File: src/rtl/sync_debounce.sv
// Debounce and edge-detect stage: accepts a new level only after it has been stable for thres_i+2 samples.
// Optional macro SYNC_DEBOUNCE_INT_SYNC_EN adds a 2-flop input synchronizer (two extra cycles of latency).
module sync_debounce #(
    parameter int         CNT_WIDTH = 16,
    parameter logic [0:0] RST_VAL   = 1'b0
) (
    input  logic                 clk_i,
    input  logic                 rst_n_i,
    input  logic                 en_i,
    input  logic [CNT_WIDTH-1:0] thres_i,
    input  logic                 dat_i,
    output logic                 dat_o,
    output logic                 rise_o,
    output logic                 fall_o,
    output logic                 busy_o
);

    typedef enum logic [1:0] {
        S_STB0 = 2'd0,
        S_CHK1 = 2'd1,
        S_STB1 = 2'd2,
        S_CHK0 = 2'd3
    } state_t;

    localparam state_t S_RST = (RST_VAL == 1'b1) ? S_STB1 : S_STB0;

    logic w_dat;

`ifdef SYNC_DEBOUNCE_INT_SYNC_EN
    logic [1:0] r_sync;

    always_ff @(posedge clk_i or negedge rst_n_i) begin
        if (!rst_n_i) r_sync <= {2{RST_VAL}};
        else          r_sync <= {r_sync[0], dat_i};
    end

    assign w_dat = r_sync[1];
`else
    assign w_dat = dat_i;
`endif

    state_t               r_state, w_state_nx;
    logic [CNT_WIDTH-1:0] r_cnt, w_cnt_nx;
    logic                 r_dat, w_dat_nx;
    logic                 r_rise, w_rise_nx;
    logic                 r_fall, w_fall_nx;

    always_ff @(posedge clk_i or negedge rst_n_i) begin
        if (!rst_n_i) begin
            r_state <= S_RST;
            r_cnt   <= '0;
            r_dat   <= RST_VAL;
            r_rise  <= 1'b0;
            r_fall  <= 1'b0;
        end else begin
            r_state <= w_state_nx;
            r_cnt   <= w_cnt_nx;
            r_dat   <= w_dat_nx;
            r_rise  <= w_rise_nx;
            r_fall  <= w_fall_nx;
        end
    end

    always_comb begin
        w_state_nx = r_state;
        w_cnt_nx   = r_cnt;
        w_dat_nx   = r_dat;
        w_rise_nx  = 1'b0;
        w_fall_nx  = 1'b0;
        case (r_state)
            S_STB0: begin
                if (en_i && w_dat) begin
                    w_state_nx = S_CHK1;
                    w_cnt_nx   = '0;
                end
            end
            S_CHK1: begin
                if (!en_i || !w_dat) begin
                    w_state_nx = S_STB0;
                    w_cnt_nx   = '0;
                end else if (r_cnt >= thres_i) begin
                    // >= rather than == so a threshold lowered mid-check accepts at once
                    w_state_nx = S_STB1;
                    w_dat_nx   = 1'b1;
                    w_rise_nx  = 1'b1;
                    w_cnt_nx   = '0;
                end else begin
                    w_cnt_nx = r_cnt + CNT_WIDTH'(1);
                end
            end
            S_STB1: begin
                if (en_i && !w_dat) begin
                    w_state_nx = S_CHK0;
                    w_cnt_nx   = '0;
                end
            end
            S_CHK0: begin
                if (!en_i || w_dat) begin
                    w_state_nx = S_STB1;
                    w_cnt_nx   = '0;
                end else if (r_cnt >= thres_i) begin
                    w_state_nx = S_STB0;
                    w_dat_nx   = 1'b0;
                    w_fall_nx  = 1'b1;
                    w_cnt_nx   = '0;
                end else begin
                    w_cnt_nx = r_cnt + CNT_WIDTH'(1);
                end
            end
            default: begin
                w_state_nx = S_RST;
                w_cnt_nx   = '0;
            end
        endcase
    end

    assign dat_o  = r_dat;
    assign rise_o = r_rise;
    assign fall_o = r_fall;
    assign busy_o = (r_state == S_CHK1) || (r_state == S_CHK0);

endmodule
File: config.mk
export PLATFORM = sky130hd
export DESIGN_NAME = sync_debounce
export DESIGN_NICKNAME = d
export VERILOG_FILES = /design/src/rtl/sync_debounce.sv
export SDC_FILE = /design/constraint.sdc
export NUM_CORES = 1
export LEC_CHECK = 0
export BUFFER_PORTS_ARGS = -buffer_cell sky130_fd_sc_hd__buf_4
export CORE_MARGIN = 10
export CORE_UTILIZATION = 49
export CTS_BUF_LIST = sky130_fd_sc_hd__clkbuf_16
export DETAILED_ROUTE_END_ITERATION = 8
export PLACE_DENSITY = 0.7
export SYNTH_ARGS = -nofsm -noshare
export SYNTH_HDL_FRONTEND = slang
export SYNTH_SLANG_ARGS = --single-unit
File: constraint.sdc
create_clock -name clk_i -period 2.6 [get_ports clk_i]
set_input_delay 0.13 -clock clk_i [delete_from_list [all_inputs] [get_ports clk_i]]
set_output_delay 0.13 -clock clk_i [all_outputs]
set_load 0.01 [all_outputs]
==> impl_metrics.py <==
metrics = {
    "status": {
        "status": "finished clean",
    },
    "placed_design": {
        "portBuffers": 23,
        "placed_cell_area_mm2": 0.00177,
        "place_congestion": 0.813,
        "hpwlAfterDp_um": 2980,
    },
    "global_routing": {
        "grt_max_degree": 22,
        "globalRouteTotalUtil_pct": 13.3,
        "antenna_found_initial": 0,
        "grt_pass1_vias": 1417,
        "overflow": 0,
        "grt_first_pass_wirelength_um": 6490,
    },
    "clocking": {
        "cts_tree": "yes",
        "ctsResizeCount": 0,
        "post_cts_buffers": 0,
        "numCtsBuffers": 3,
        "h-tree-depth": 1,
        "clock_path_buffers": 2,
        "clock-sinks": 21,
        "hold_buffers": 1,
        "cts_root_buf": "clkbuf_16",
        "cts.clk_slew.worst_paths_ns": 0.06,
        "clock_latency_ns": 0.26,
    },
    "setup_path": {
        "worstSetupStartpointType": "flip-flop",
        "rrSetupSlack_ns": 0.25,
        "cp.required_ns": 2.77,
        "arrival_ns": 2.52,
        "r2r_cells": 8,
        "critPathCaptureType": "flip-flop",
        "path_class": "flip-flop to flip-flop",
        "rr_endpoint": "r_cnt[9]",
        "timing.rr.start": "r_cnt[0]",
        "cp_max_fo": 19,
    },
    "sta": {
        "whs_ns": 0.143,
        "setup_tns_ns": 0,
        "period_minus_slack_ns": 2.35,
        "max_slew_margin_pct": 55.6,
        "setup_viol": 0,
        "hold_viol_final": 0,
        "rsz0062_at_grt": "no",
        "fin_skew_ns": 0.00285,
        "worst_pin_slew_ns": 0.666,
        "fin_crit_sh_pct": 90.3,
        "max_freq_ghz": 0.426,
        "drv_slew": 0,
    },
    "layout": {
        "drive_above_1_share_pct": 16.5,
        "finalInstanceArea_mm2": 0.00186,
        "area_delta_synth_final_pct": 19.3,
        "diodes": 0,
        "nets": 238,
    },
    "yosys": {
        "synthSimpleGateAreaFrac_pct": 21.5,
        "synth_top_family_by_area": "simple AND/OR/NAND/NOR gates",
        "syn_nets": 212,
        "synth-seq-cells": 21,
        "synth-xor-area-share_pct": 0.563,
        "synth_cells": 175,
        "synth_mux_area_share_pct": 0.723,
        "seq_area_frac_synth_pct": 33.8,
        "netlist_area_mm2": 0.00156,
        "yosysWarnings": 0,
        "avgSynthCellArea_um2": 8.89,
        "synth_cell_types": 38,
        "synthAdderAreaFrac_pct": 13.7,
        "synth-compound-area-share_pct": 21.5,
    },
    "die": {
        "die_area_mm2": 0.00583,
        "rows": 20,
        "dieWidth_um": 76.4,
        "io_pins": 24,
        "start_util_pct": 51.0,
        "dieHeight_um": 76.4,
        "core-area_mm2": 0.00305,
    },
    "pwr": {
        "power_density_mw_per_mm2": 412,
        "max-vdd-ir-drop_mv": 0.245,
        "p_leak_nw": 0.924,
    },
    "worst_hold_path": {
        "min_from": "dat_i",
        "hold_depth": 2,
        "hold_path_class": "input pin to flip-flop",
        "whs_endpoint": "r_state[1]",
    },
    "flow_run": {
        "maxCapViolations": 0,
    },
    "route": {
        "drt_iter0_drc": 51,
        "detailedRoute.firstPassIterationCount": 4,
        "postRouteAntennaNets": 0,
        "vias": 1435,
        "drc": 0,
        "wire_per_inst_um": 15.4,
        "wirelength_um": 3760,
        "via_per_inst": 5.88,
    },
}
-- flip-flops by register name (all words and copies together), names as in the netlist --
name / flops
r_cnt: 16
dat_o: 1
fall_o: 1
rise_o: 1
r_state: 2
-- power breakdown --
| group | internal (W) | total [W] | switching (W) |
|---|---|---|---|
| logic | 0.0000436 | 0.0000944 | 0.0000508 |
| registers | 0.000331 | 0.000337 | 0.00000564 |
| clock network | 0.000206 | 0.000334 | 0.000128 |
| total | 0.000580 | 0.000765 | 0.000184 |
-- logic make-up (layout without fill, tap and decap cells) --
| kind of cell | count (synthesis) | count (layout) |
|---|---|---|
| fa+ha+maj | 17 | 17 |
| compound gates | 48 | 48 |
| simple gates | 59 | 59 |
| mux | 1 | 1 |
| xor+xnor | 1 | 1 |
| buf+inv | 28 | 53 |
| flops | 21 | 21 |
-- placed cells by master (no fill, tap or decap), types with 2 or more instances in the layout --
cell type and count:
buf_4 28, inv_1 21, dfrtp_1 21, a31oi_1 19
ha_1 17, nand2_1 15, and3_1 10, a21oi_1 7
nand3_1 7, nand3b_1 7, o21ai_0 6, nand4_1 4
nor2_1 3, nand2b_1 3, and4_1 3, and2_1 3
clkbuf_16 3, a211oi_1 2, nand4b_1 2, a41oi_1 2
o22ai_1 2
-- stage by stage --
step	cells	setup WS [ns]	util [%]	total power (W)
2_1_floorplan	175	0.468	-	0.000391
3_3_place_gp	239	0.354	57.9	0.000431
3_5_place_dp	239	0.259	57.9	0.000437
4_1_cts	244	0.240	60.8	0.000773
5_1_grt	244	0.0606	60.8	0.000790
6_report	244	0.251	60.8	0.000765
-- synthesized netlist by cell type --
cell type | instances | share of area (%)
a211oi_1 | 2 | 0.96
nand4_1 | 4 | 1.6
xor2_1 | 1 | 0.56
a21oi_1 | 7 | 2.3
nand2b_1 | 3 | 1.2
a32oi_1 | 1 | 0.56
a41oi_1 | 2 | 1.1
and4_1 | 3 | 1.7
a31oi_1 | 19 | 7.6
buf_1 | 1 | 0.24
nand3b_1 | 7 | 3.4
clkbuf_1 | 2 | 0.48
a2111o_1 | 1 | 0.72
o211ai_1 | 1 | 0.48
a211o_1 | 1 | 0.56
buf_4 | 2 | 0.96
a22o_1 | 1 | 0.56
a21boi_0 | 1 | 0.48
nor2_1 | 3 | 0.72
ha_1 | 17 | 14
a2111oi_4 | 1 | 1.8
nor3_1 | 1 | 0.32
nand2_1 | 15 | 3.6
mux2_2 | 1 | 0.72
a2111oi_0 | 1 | 0.56
buf_2 | 1 | 0.32
o2bb2ai_1 | 1 | 0.56
dfrtp_1 | 21 | 34
inv_1 | 20 | 4.8
and3_1 | 10 | 4.0
a21o_1 | 1 | 0.48
o21ai_0 | 6 | 1.9
and2_1 | 3 | 1.2
nor4_1 | 1 | 0.40
nand3_1 | 7 | 2.3
buf_6 | 2 | 1.4
nand4b_1 | 2 | 1.1
o22ai_1 | 2 | 0.80
-- cell type report --
type	instances	area, um2
Inverter	20	75.1
Multi-Input combinational cell	126	902
Clock inverter	1	3.75
Timing Repair Buffer	29	220
Tap cell	44	55.1
Sequential cell	21	526
Clock buffer	3	75.1
Fill cell	284	1200
-- worst max-delay path by stage --
stage | from | to | slack, ns
2_1_floorplan | r_cnt[0] | r_cnt[8] | 0.47
3_3_place_gp | r_cnt[11] | dat_o | 0.35
4_1_cts | r_cnt[0] | r_cnt[9] | 0.24
6_report | r_cnt[0] | r_cnt[9] | 0.25
5_1_grt | r_cnt[11] | dat_o | 0.06
3_5_place_dp | r_cnt[0] | r_cnt[9] | 0.26
-- critical path, stage by stage, from the launching register on --
cell and delay [ns]:
dfrtp_1 0.40, inv_1 0.07, ha_1 0.26, nand2b_1 0.15
a2111o_1 0.41, a32oi_1 0.35, buf_4 0.30, nand2_1 0.12
o211ai_1 0.20
-- per-layer routing --
| layer | wire (um) | vias up | global-route usage, % |
|---|---|---|---|
| met5 | 0 | - | 0 |
| met4 | 61 | 0 | 6.32 |
| met3 | 169 | 6 | 2.12 |
| met2 | 1770 | 44 | 21.9 |
| met1 | 1750 | 678 | 16.4 |
| li1 | - | 707 | - |
Note: power is estimated with default switching activity, not from simulation.
